File: config.mk
export PLATFORM = sky130hd
export DESIGN_NAME = fifo_wr_arbiter_flat
export DESIGN_NICKNAME = d
export VERILOG_FILES = /design/src/rtl/fifo_wr_arbiter_if.sv /design/src/rtl/fifo_wr_arbiter.sv /design/src/flat_wrapper.sv
export SDC_FILE = /design/constraint.sdc
export NUM_CORES = 1
export LEC_CHECK = 0
export CAP_MARGIN = 20
export CORE_ASPECT_RATIO = 0.7
export CORE_MARGIN = 10
export CORE_UTILIZATION = 37
export DETAILED_ROUTE_END_ITERATION = 7
export PLACE_DENSITY = 0.84
export RECOVER_POWER = 25
export SYNTH_ARGS = -nofsm -noshare
export SYNTH_HDL_FRONTEND = slang
export SYNTH_SLANG_ARGS = --single-unit
File: constraint.sdc
create_clock -name wrclk -period 3.4 [get_ports wrclk]
set_input_delay 0.68 -clock wrclk [delete_from_list [all_inputs] [get_ports wrclk]]
set_output_delay 0.68 -clock wrclk [all_outputs]
set_load 0.1 [all_outputs]
File: src/rtl/fifo_wr_arbiter_if.sv
// Write-side bundle between FIFO requesters and the write arbiter.
// The slave modport is the arbiter's view; master is the requester/FIFO side.
interface fifo_wr_arbiter_if #(
  parameter int unsigned N    = 16,
  parameter int unsigned NREQ = 4
);
  logic [NREQ-1:0]   req;
  logic [NREQ-1:0]   last;
  logic [NREQ*N-1:0] data;
  logic              full;
  logic [NREQ-1:0]   gnt;
  logic [NREQ-1:0]   ack;
  logic              wren;
  logic [N-1:0]      wdata;
  logic              busy;
  logic              ovf_err;

  modport slave (
    input  req, last, data, full,
    output gnt, ack, wren, wdata, busy, ovf_err
  );

  modport master (
    output req, last, data, full,
    input  gnt, ack, wren, wdata, busy, ovf_err
  );
endinterface

File: src/rtl/fifo_wr_arbiter.sv
// Round-robin packet arbiter for a FIFO write port: one owner holds the port
// until its last beat or until MAXBEAT beats, then priority moves past it.
module fifo_wr_arbiter #(
  parameter int unsigned N       = 16,
  parameter int unsigned NREQ    = 4,
  parameter int unsigned MAXBEAT = 16
) (
  input  logic               wrclk,
  input  logic               wrrst,
  fifo_wr_arbiter_if.slave   bus
);
  localparam int unsigned IdxW = (NREQ > 1) ? $clog2(NREQ) : 1;
  localparam int unsigned CntW = $clog2(MAXBEAT + 1);

  typedef enum logic [0:0] {StIdle, StBusy} state_e;

  state_e          state_q, state_d;
  logic [NREQ-1:0] gnt_q, gnt_d;
  logic [IdxW-1:0] owner_q, owner_d;
  logic [IdxW-1:0] ptr_q, ptr_d;
  logic [CntW-1:0] cnt_q, cnt_d;
  logic            ovf_q, ovf_d;

  logic            win_found;
  logic [IdxW-1:0] win_idx, cand;
  logic            own_req, own_last, beat_ok;
  logic [N-1:0]    own_data;
  logic [NREQ-1:0] ack;
  logic [N-1:0]    wdata;

  always_ff @(posedge wrclk or posedge wrrst) begin
    if (wrrst) begin
      state_q <= StIdle;
      gnt_q   <= '0;
      owner_q <= '0;
      ptr_q   <= '0;
      cnt_q   <= '0;
      ovf_q   <= 1'b0;
    end else begin
      state_q <= state_d;
      gnt_q   <= gnt_d;
      owner_q <= owner_d;
      ptr_q   <= ptr_d;
      cnt_q   <= cnt_d;
      ovf_q   <= ovf_d;
    end
  end

  always_comb begin
    own_req  = 1'b0;
    own_last = 1'b0;
    own_data = '0;
    for (int i = 0; i < NREQ; i++) begin
      if (owner_q == IdxW'(i)) begin
        own_req  = bus.req[i];
        own_last = bus.last[i];
        own_data = bus.data[i*N +: N];
      end
    end
  end

  // First requester at or above ptr; IdxW-bit addition wraps modulo NREQ.
  always_comb begin
    win_found = 1'b0;
    win_idx   = '0;
    cand      = '0;
    for (int k = 0; k < NREQ; k++) begin
      cand = ptr_q + IdxW'(k);
      if (!win_found && bus.req[cand]) begin
        win_found = 1'b1;
        win_idx   = cand;
      end
    end
  end

  assign beat_ok = (state_q == StBusy) && own_req && !bus.full;

  always_comb begin
    state_d = state_q;
    gnt_d   = gnt_q;
    owner_d = owner_q;
    ptr_d   = ptr_q;
    cnt_d   = cnt_q;
    ovf_d   = ovf_q;
    unique case (state_q)
      StIdle: begin
        if (win_found) begin
          state_d          = StBusy;
          gnt_d            = '0;
          gnt_d[win_idx]   = 1'b1;
          owner_d          = win_idx;
          cnt_d            = '0;
        end
      end
      StBusy: begin
        if (beat_ok) begin
          cnt_d = cnt_q + CntW'(1);
          if (own_last || (cnt_d == CntW'(MAXBEAT))) begin
            state_d = StIdle;
            gnt_d   = '0;
            ptr_d   = owner_q + IdxW'(1);
            ovf_d   = ovf_q | ~own_last;
          end
        end
      end
      default: state_d = StIdle;
    endcase
  end

  always_comb begin
    ack = '0;
    if (beat_ok) ack[owner_q] = 1'b1;
    wdata = (state_q == StBusy) ? own_data : '0;
  end

  assign bus.gnt     = gnt_q;
  assign bus.ack     = ack;
  assign bus.wren    = beat_ok;
  assign bus.wdata   = wdata;
  assign bus.busy    = (state_q == StBusy);
  assign bus.ovf_err = ovf_q;
endmodule

File: src/flat_wrapper.sv
// flat-port wrapper written by rule: the top's interface ports become plain ports
module fifo_wr_arbiter_flat 
#(
  parameter int unsigned N       = 16,
  parameter int unsigned NREQ    = 4,
  parameter int unsigned MAXBEAT = 16
)
  (wrclk, wrrst, bus_req, bus_last, bus_data, bus_full, bus_gnt, bus_ack, bus_wren, bus_wdata, bus_busy, bus_ovf_err);
  fifo_wr_arbiter_if #(.N(N), .NREQ(NREQ)) bus_i ();
  input  logic wrclk;
  input  logic wrrst;
  input wire logic [$bits(bus_i.req)-1:0] bus_req;
  input wire logic [$bits(bus_i.last)-1:0] bus_last;
  input wire logic [$bits(bus_i.data)-1:0] bus_data;
  input wire logic [$bits(bus_i.full)-1:0] bus_full;
  output wire logic [$bits(bus_i.gnt)-1:0] bus_gnt;
  output wire logic [$bits(bus_i.ack)-1:0] bus_ack;
  output wire logic [$bits(bus_i.wren)-1:0] bus_wren;
  output wire logic [$bits(bus_i.wdata)-1:0] bus_wdata;
  output wire logic [$bits(bus_i.busy)-1:0] bus_busy;
  output wire logic [$bits(bus_i.ovf_err)-1:0] bus_ovf_err;
  assign bus_i.req = bus_req;
  assign bus_i.last = bus_last;
  assign bus_i.data = bus_data;
  assign bus_i.full = bus_full;
  assign bus_gnt = bus_i.gnt;
  assign bus_ack = bus_i.ack;
  assign bus_wren = bus_i.wren;
  assign bus_wdata = bus_i.wdata;
  assign bus_busy = bus_i.busy;
  assign bus_ovf_err = bus_i.ovf_err;
  fifo_wr_arbiter #(.N(N), .NREQ(NREQ), .MAXBEAT(MAXBEAT)) u_core (.wrclk(wrclk), .wrrst(wrrst), .bus(bus_i));
endmodule
==> results of run 1 <==
-- routing by layer --
layer  vias to the layer above  GRT usage, %  share of wire (%)
li1                        884             -                  -
met1                       833         21.87                 43
met2                        82         28.12                 46
met3                         6         6.556                9.7
met4                         0         4.096                1.0
met5                         -             0                  0
-- worst paths after layout --
| kind | slack [ns] | cells past startpoint | endpoint | from |
|---|---|---|---|---|
| worst max-delay path | 0.27 | 6 | bus_ack[0] | bus_req[3] |
| worst min-delay path | 0.48 | 1 | u_core.bus.ovf_err | u_core.bus.ovf_err |
| worst max register to register | 1.01 | 8 | u_core.cnt_q[2] | u_core.owner_q[0] |
| worst min register to register | 0.48 | 1 | u_core.bus.ovf_err | u_core.bus.ovf_err |
| max in group asynchronous | 2.07 | 2 | u_core.cnt_q[2] | wrrst |
| min in group asynchronous | 0.94 | 2 | u_core.cnt_q[3] | wrrst |
-- worst max-delay path: stages --
cell and delay, ns:
sky130_fd_sc_hd__clkdlybuf4s50_1 0.55, sky130_fd_sc_hd__inv_2 0.06, sky130_fd_sc_hd__a2111o_1 0.48, sky130_fd_sc_hd__a21oi_4 0.25, sky130_fd_sc_hd__and2_2 0.23, sky130_fd_sc_hd__buf_12 0.18
-- flip-flops by register name (all words and copies together), names as in the netlist --
name / cells
u_core.bus.busy: 1
u_core.ptr_q: 2
u_core.bus.ovf_err: 1
u_core.owner_q: 2
u_core.cnt_q: 5
u_core.bus.gnt: 4
-- final cells by class --
type,count,area [um2],share of cell area (%)
flip-flops and latches,15,375.4,13.82
repair buffers,109,1266,46.61
multi-input cells,150,937.1,34.50
well taps,50,62.56,2.303
inverters,8,30.03,1.105
clock buffers,4,45.04,1.658
-- metrics by stage --
stage / worst slack, ns / instance area [um2]
global route: 0.2121 / 2716
finish: 0.2749 / 2716
CTS: 0.2845 / 2716
detailed placement: 0.2948 / 2671
global placement: 0.3433 / 2671
floorplan: -0.07244 / 1409
-- kinds of logic after synthesis --
logic type | count (synthesis) | share of synthesized area [%]
compound gates | 60 | 31.04
mux | 7 | 5.367
flops | 15 | 26.83
buf+inv | 22 | 6.887
xor+xnor | 1 | 0.6262
fa+ha+maj | 5 | 4.472
simple gates | 77 | 24.78
-- cell usage after synthesis (2+ instances only) --
master	instances	area share (%)
sky130_fd_sc_hd__nor2_1	37	9.9
sky130_fd_sc_hd__a21oi_1	23	8.2
sky130_fd_sc_hd__nor3_1	16	5.7
sky130_fd_sc_hd__a221oi_1	15	9.4
sky130_fd_sc_hd__dfrtp_1	15	27
sky130_fd_sc_hd__nand2_1	10	2.7
sky130_fd_sc_hd__inv_1	6	1.6
sky130_fd_sc_hd__buf_2	5	1.8
sky130_fd_sc_hd__clkbuf_1	5	1.3
sky130_fd_sc_hd__ha_1	5	4.5
sky130_fd_sc_hd__o21ai_0	5	1.8
sky130_fd_sc_hd__a32o_1	4	2.9
sky130_fd_sc_hd__and2_1	4	1.8
sky130_fd_sc_hd__buf_1	3	0.80
sky130_fd_sc_hd__mux2_2	3	2.4
sky130_fd_sc_hd__mux2i_1	3	2.1
sky130_fd_sc_hd__a22o_1	2	1.3
sky130_fd_sc_hd__inv_2	2	0.54
sky130_fd_sc_hd__nand2b_1	2	0.89
sky130_fd_sc_hd__nand3_1	2	0.72
==> impl_summary.log, run 1 <==
[metrics] number of standard-cell rows in the floorplan: 18
[metrics] global-route wire length before repair: 9535 um
[metrics] total grt overflow: 0
[metrics] post-DR wirelength/cell: 18.05 um
[metrics] Via density: 5.372
[metrics] number of maximum-capacitance constraint violations: 0
[metrics] number of distinct library cells after synthesis: 40
[metrics] sort of element at the end of the critical path: output port
[metrics] Remaining DRCs: 0
[metrics] required time worst endpoint: 2.72 ns
[metrics] area of the die: 6679 um2
[metrics] effective utilization at floorplan: 39.06%
[metrics] hold slack: 0.4755 ns
[metrics] total number of nets in the final design: 367
[metrics] average instance area after synthesis: 7.480 um2
[metrics] unrepaired setup endpoints after global routing: false
[metrics] Die Ht: 71.45 um
[metrics] number of enable-type register cells in the synthesized netlist: 0
[metrics] synthesized netlist net count: 267
[metrics] worst-skew pair later-pin latency: 0.25 ns
[metrics] asr flop ratio synth: 100.0%
[metrics] synthesized instance count: 187
[metrics] setup violators final: 0
[metrics] Layout Skew: 0.004155 ns
[metrics] largest net degree at the start of global routing: 37
[metrics] clock sinks: 15
[metrics] final worst path period share: 91.92%
[metrics] die extent in x: 93.49 um
[metrics] share of post-route cells with drive strength above 1: 17.83%
[metrics] global-route usage over all layers: 17.59%
[metrics] run status: finished, final reports clean
[metrics] placeable core area: 3581 um2
[metrics] H-tree levels: 1
[metrics] final cell count without fillers: 336
[metrics] highest fanout seen on the critical path: 8
[metrics] maximum achievable frequency: 320.0 MHz
[metrics] input/output buffers: 101
[metrics] routability-driven placement congestion ratio: 0.8949
[metrics] area growth from synthesis to layout: 94.19%
[metrics] TritonCTS clock tree: built
[metrics] number of CTS-inserted buffers: 3
[metrics] hold_buf cts: 0
[metrics] type of the worst setup path: input port to output port
[metrics] final hold viol count: 0
[metrics] endpoint arrival time on the critical path: 2.45 ns
[metrics] number of slew-limit violations in the final report: 0
[metrics] CTS Root Buffer Type: sky130_fd_sc_hd__clkbuf_8
[metrics] total of warnings raised by yosys: 0
[metrics] sequential share of the synthesized area: 26.83%
[metrics] hpwl dp: 4897 um
[metrics] tightest slew margin relative to the limit: 59.40%
[metrics] number of antenna violations at the first check in global routing: 0
[metrics] Yosys reg bits: 15
[metrics] main flop type after synthesis: sky130_fd_sc_hd__dfrtp_1
[metrics] detailed-routing iteration count for the pre-antenna-repair pass: 4
[metrics] min Tclk post-route: 3.125 ns
[metrics] slew of the pin with the lowest slew margin: 0.6049 ns
[metrics] highest-count cells in the layout ignoring fill and taps: sky130_fd_sc_hd__clkdlybuf4s50_1, sky130_fd_sc_hd__nor2_1, sky130_fd_sc_hd__a21oi_1, sky130_fd_sc_hd__buf_12
[metrics] Post-CTS Repair Setup Buffers: 0
[metrics] commonest non-fill, non-tap cell in the layout: sky130_fd_sc_hd__clkdlybuf4s50_1
[metrics] Antenna Violating Nets Remaining: 0
[metrics] Resized cells post-CTS: 0
[metrics] Syn Std Cell Area: 1399 um2
[metrics] CTS max path bufs: 2
[metrics] class of the tightest hold or removal check: flip-flop to flip-flop
[metrics] vias in the first global route: 1,822
[metrics] I/O pin count: 102
[metrics] post-layout utilization of the core: 75.86%
[metrics] Setup TNS Final: 0 ns
[metrics] iteration-0 DRC count of the detailed router: 83
[metrics] number of inserted filler cells in the final layout: 262
[metrics] number of diodes: 0
[metrics] category of the worst setup path launch point: input port
[metrics] cell total after placement: 332
[metrics] CTS clock-pin slew for the worst setup and hold paths: 0.06 ns
[metrics] via count of the routed design: 1,805
[metrics] final wirelength: 6064 um
Power of run 1 is left out: the tool's default activity adds up to more than one toggle a clock period on the data nets, which glitch-free logic cannot reach.
==> inputs of run 2 (changes only) <==
--- a/config.mk
+++ b/config.mk
@@ -10,7 +10,7 @@
 export CORE_MARGIN = 10
 export CORE_UTILIZATION = 37
 export DETAILED_ROUTE_END_ITERATION = 7
-export PLACE_DENSITY = 0.84
+export PLACE_DENSITY = 0.86
 export RECOVER_POWER = 25
 export SYNTH_ARGS = -nofsm -noshare
 export SYNTH_HDL_FRONTEND = slang
==> impl_summary.log, run 2 (synthesis results as in run 1) <==
[metrics] detailed-routing iteration count for the pre-antenna-repair pass: 4 (unchanged)
[metrics] CTS max path bufs: 2 (unchanged)
[metrics] final wirelength: 6166 um (+1.7%)
[metrics] global-route usage over all layers: 17.85% (+0.26 points)
[metrics] class of the tightest hold or removal check: flip-flop to flip-flop
[metrics] total grt overflow: 0 (unchanged)
[metrics] min Tclk post-route: 3.123 ns (-0.002165 ns)
[metrics] worst-skew pair later-pin latency: 0.25 ns (about the same)
[metrics] final hold viol count: 0 (unchanged)
[metrics] worst-path cell chain: clkdlybuf4s50_1 > inv_2 > a2111o_1 > a21oi_4 > buf_4 > buf_12
[metrics] setup violators final: 0 (unchanged)
[metrics] final cell count without fillers: 334 (-0.60%)
[metrics] largest net degree at the start of global routing: 28 (-24%)
[metrics] vias in the first global route: 1,901 (+4.3%)
[metrics] unrepaired setup endpoints after global routing: false
[metrics] share of post-route cells with drive strength above 1: 17.25% (-0.58 points)
[metrics] post-DR wirelength/cell: 18.46 um (+2.3%)
[metrics] hold slack: 0.4718 ns (-0.003722 ns)
[metrics] H-tree levels: 1 (unchanged)
[metrics] area of the die: 6679 um2 (unchanged)
[metrics] number of antenna violations at the first check in global routing: 0 (unchanged)
[metrics] endpoint arrival time on the critical path: 2.44 ns (about the same)
[metrics] number of slew-limit violations in the final report: 0 (unchanged)
[metrics] effective utilization at floorplan: 39.06% (unchanged)
[metrics] number of maximum-capacitance constraint violations: 0 (unchanged)
[metrics] Layout Skew: 0.009042 ns (+0.004887 ns)
[metrics] commonest non-fill, non-tap cell in the layout: sky130_fd_sc_hd__clkdlybuf4s50_1
[metrics] Post-CTS Repair Setup Buffers: 0 (unchanged)
[metrics] slew of the pin with the lowest slew margin: 0.6413 ns (+0.03637 ns)
[metrics] I/O pin count: 102 (unchanged)
[metrics] CTS clock-pin slew for the worst setup and hold paths: 0.05 ns (about the same)
[metrics] met3 wire length: 584 um (-1.0%)
[metrics] DR top layer: met4
[metrics] post-placement cell area: 2656 um2 (-0.56%)
[metrics] maximum achievable frequency: 320.2 MHz (about the same)
[metrics] slowest library cell on the worst path: sky130_fd_sc_hd__clkdlybuf4s50_1
[metrics] routability-driven placement congestion ratio: 0.8397 (-6.2%)
[metrics] Largest register FFs: 5 (unchanged)
[metrics] wire length on met1: 2541 um (-3.3%)
[metrics] CTS Root Buffer Type: sky130_fd_sc_hd__clkbuf_8
[metrics] Resized cells post-CTS: 0 (unchanged)
[metrics] number of cells on the critical path: 6 (unchanged)
[metrics] number of standard-cell rows in the floorplan: 18 (unchanged)
[metrics] Via density: 5.476 (+1.9%)
[metrics] met2 wire len: 2908 um (+4.6%)
[metrics] capture point of the worst reg-to-reg path: u_core.cnt_q[2]
[metrics] startpoint of the lowest-slack hold path: u_core.bus.ovf_err
[metrics] number of diodes: 0 (unchanged)
[metrics] cell total after placement: 330 (-0.60%)
[metrics] area growth from synthesis to layout: 93.11%
[metrics] Remaining DRCs: 0 (unchanged)
[metrics] hold path cells: 1 (unchanged)
[metrics] via count of the routed design: 1,829 (+1.3%)
[metrics] Antenna Violating Nets Remaining: 0 (unchanged)
[metrics] highest-count cells in the layout ignoring fill and taps: sky130_fd_sc_hd__clkdlybuf4s50_1, sky130_fd_sc_hd__nor2_1, sky130_fd_sc_hd__a21oi_1, sky130_fd_sc_hd__buf_12
[metrics] category of the worst setup path launch point: input port
[metrics] global-route wire length before repair: 9556 um (+0.22%)
[metrics] final worst path period share: 91.85% (about the same)
[metrics] iteration-0 DRC count of the detailed router: 92 (+11%)
[metrics] Die Ht: 71.45 um (unchanged)
[metrics] reg-to-reg setup timing slack: 0.94 ns (-0.07 ns)
[metrics] reg-to-reg critical path startpoint: u_core.owner_q[0]
[metrics] combined buffer and inverter count along the critical path: 4 (+1)
[metrics] Worst path max stage delay: 0.54 ns (about the same)
[metrics] total non-filler cell area in the finished layout: 2701 um2 (-0.55%)
[metrics] clock sinks: 15 (unchanged)
[metrics] highest fanout seen on the critical path: 8 (unchanged)
[metrics] sort of element at the end of the critical path: output port
[metrics] total number of nets in the final design: 365 (-0.54%)
[metrics] tightest slew margin relative to the limit: 57.20% (-2.2 points)
[metrics] number of CTS-inserted buffers: 3 (unchanged)
[metrics] register containing the most flip-flops in the final layout: u_core.cnt_q
[metrics] type of the worst setup path: input port to output port
[metrics] sink of the worst hold path: u_core.bus.ovf_err
[metrics] post-layout utilization of the core: 75.44% (-0.42 points)
[metrics] placeable core area: 3581 um2 (unchanged)
[metrics] hpwl dp: 5030 um (+2.7%)
[metrics] hold_buf cts: 0 (unchanged)
[metrics] required time worst endpoint: 2.72 ns (about the same)
[metrics] die extent in x: 93.49 um (unchanged)
[metrics] run status: finished, final reports clean
[metrics] input/output buffers: 101 (unchanged)
[metrics] TritonCTS clock tree: built
[metrics] number of cells traversed by the worst register-to-register path: 8 (unchanged)
[metrics] Top Family by Delay on Critical Path: buffers and inverters
==> run 2: changes by cell type in the layout (fill, tap and decap cells not counted), sizes merged <==
cell	before	now
buf	35	33
==> run 2: worst max path at each step <==
stage / start / end / slack [ns]
floorplan: u_core.bus.busy / bus_wdata[10] / -0.07
global placement: bus_req[3] / bus_ack[1] / 0.34
detailed placement: bus_req[3] / bus_wren / 0.30
CTS: bus_req[3] / bus_wren / 0.30
global route: bus_req[3] / bus_wren / 0.21
finish: bus_req[3] / bus_wren / 0.28
==> run 2: area by class of cell <==
class / instances / area, um2
timing repair buffer: 107 / 1251
multi-input combinational: 150 / 937.1
fill: 274 / 879.6
sequential: 15 / 375.4
tap: 50 / 62.56
clock buffer: 4 / 45.04
inverter: 8 / 30.03
==> run 2: layer usage <==
metal / track usage [%] / vias up
met5: 0 / -
met4: 5.119 / 0
li1: - / 883
met2: 30.66 / 101
met1: 19.90 / 833
met3: 7.180 / 12
==> run 2: through the flow <==
step	TNS [ns]	worst slack, ns
5_1_grt	0	0.2107
4_1_cts	0	0.2953
6_report	0	0.2770
3_5_place_dp	0	0.3014
3_3_place_gp	0	0.3443
2_1_floorplan	-0.7244	-0.07244
Power of run 2 is left out for the same reason.
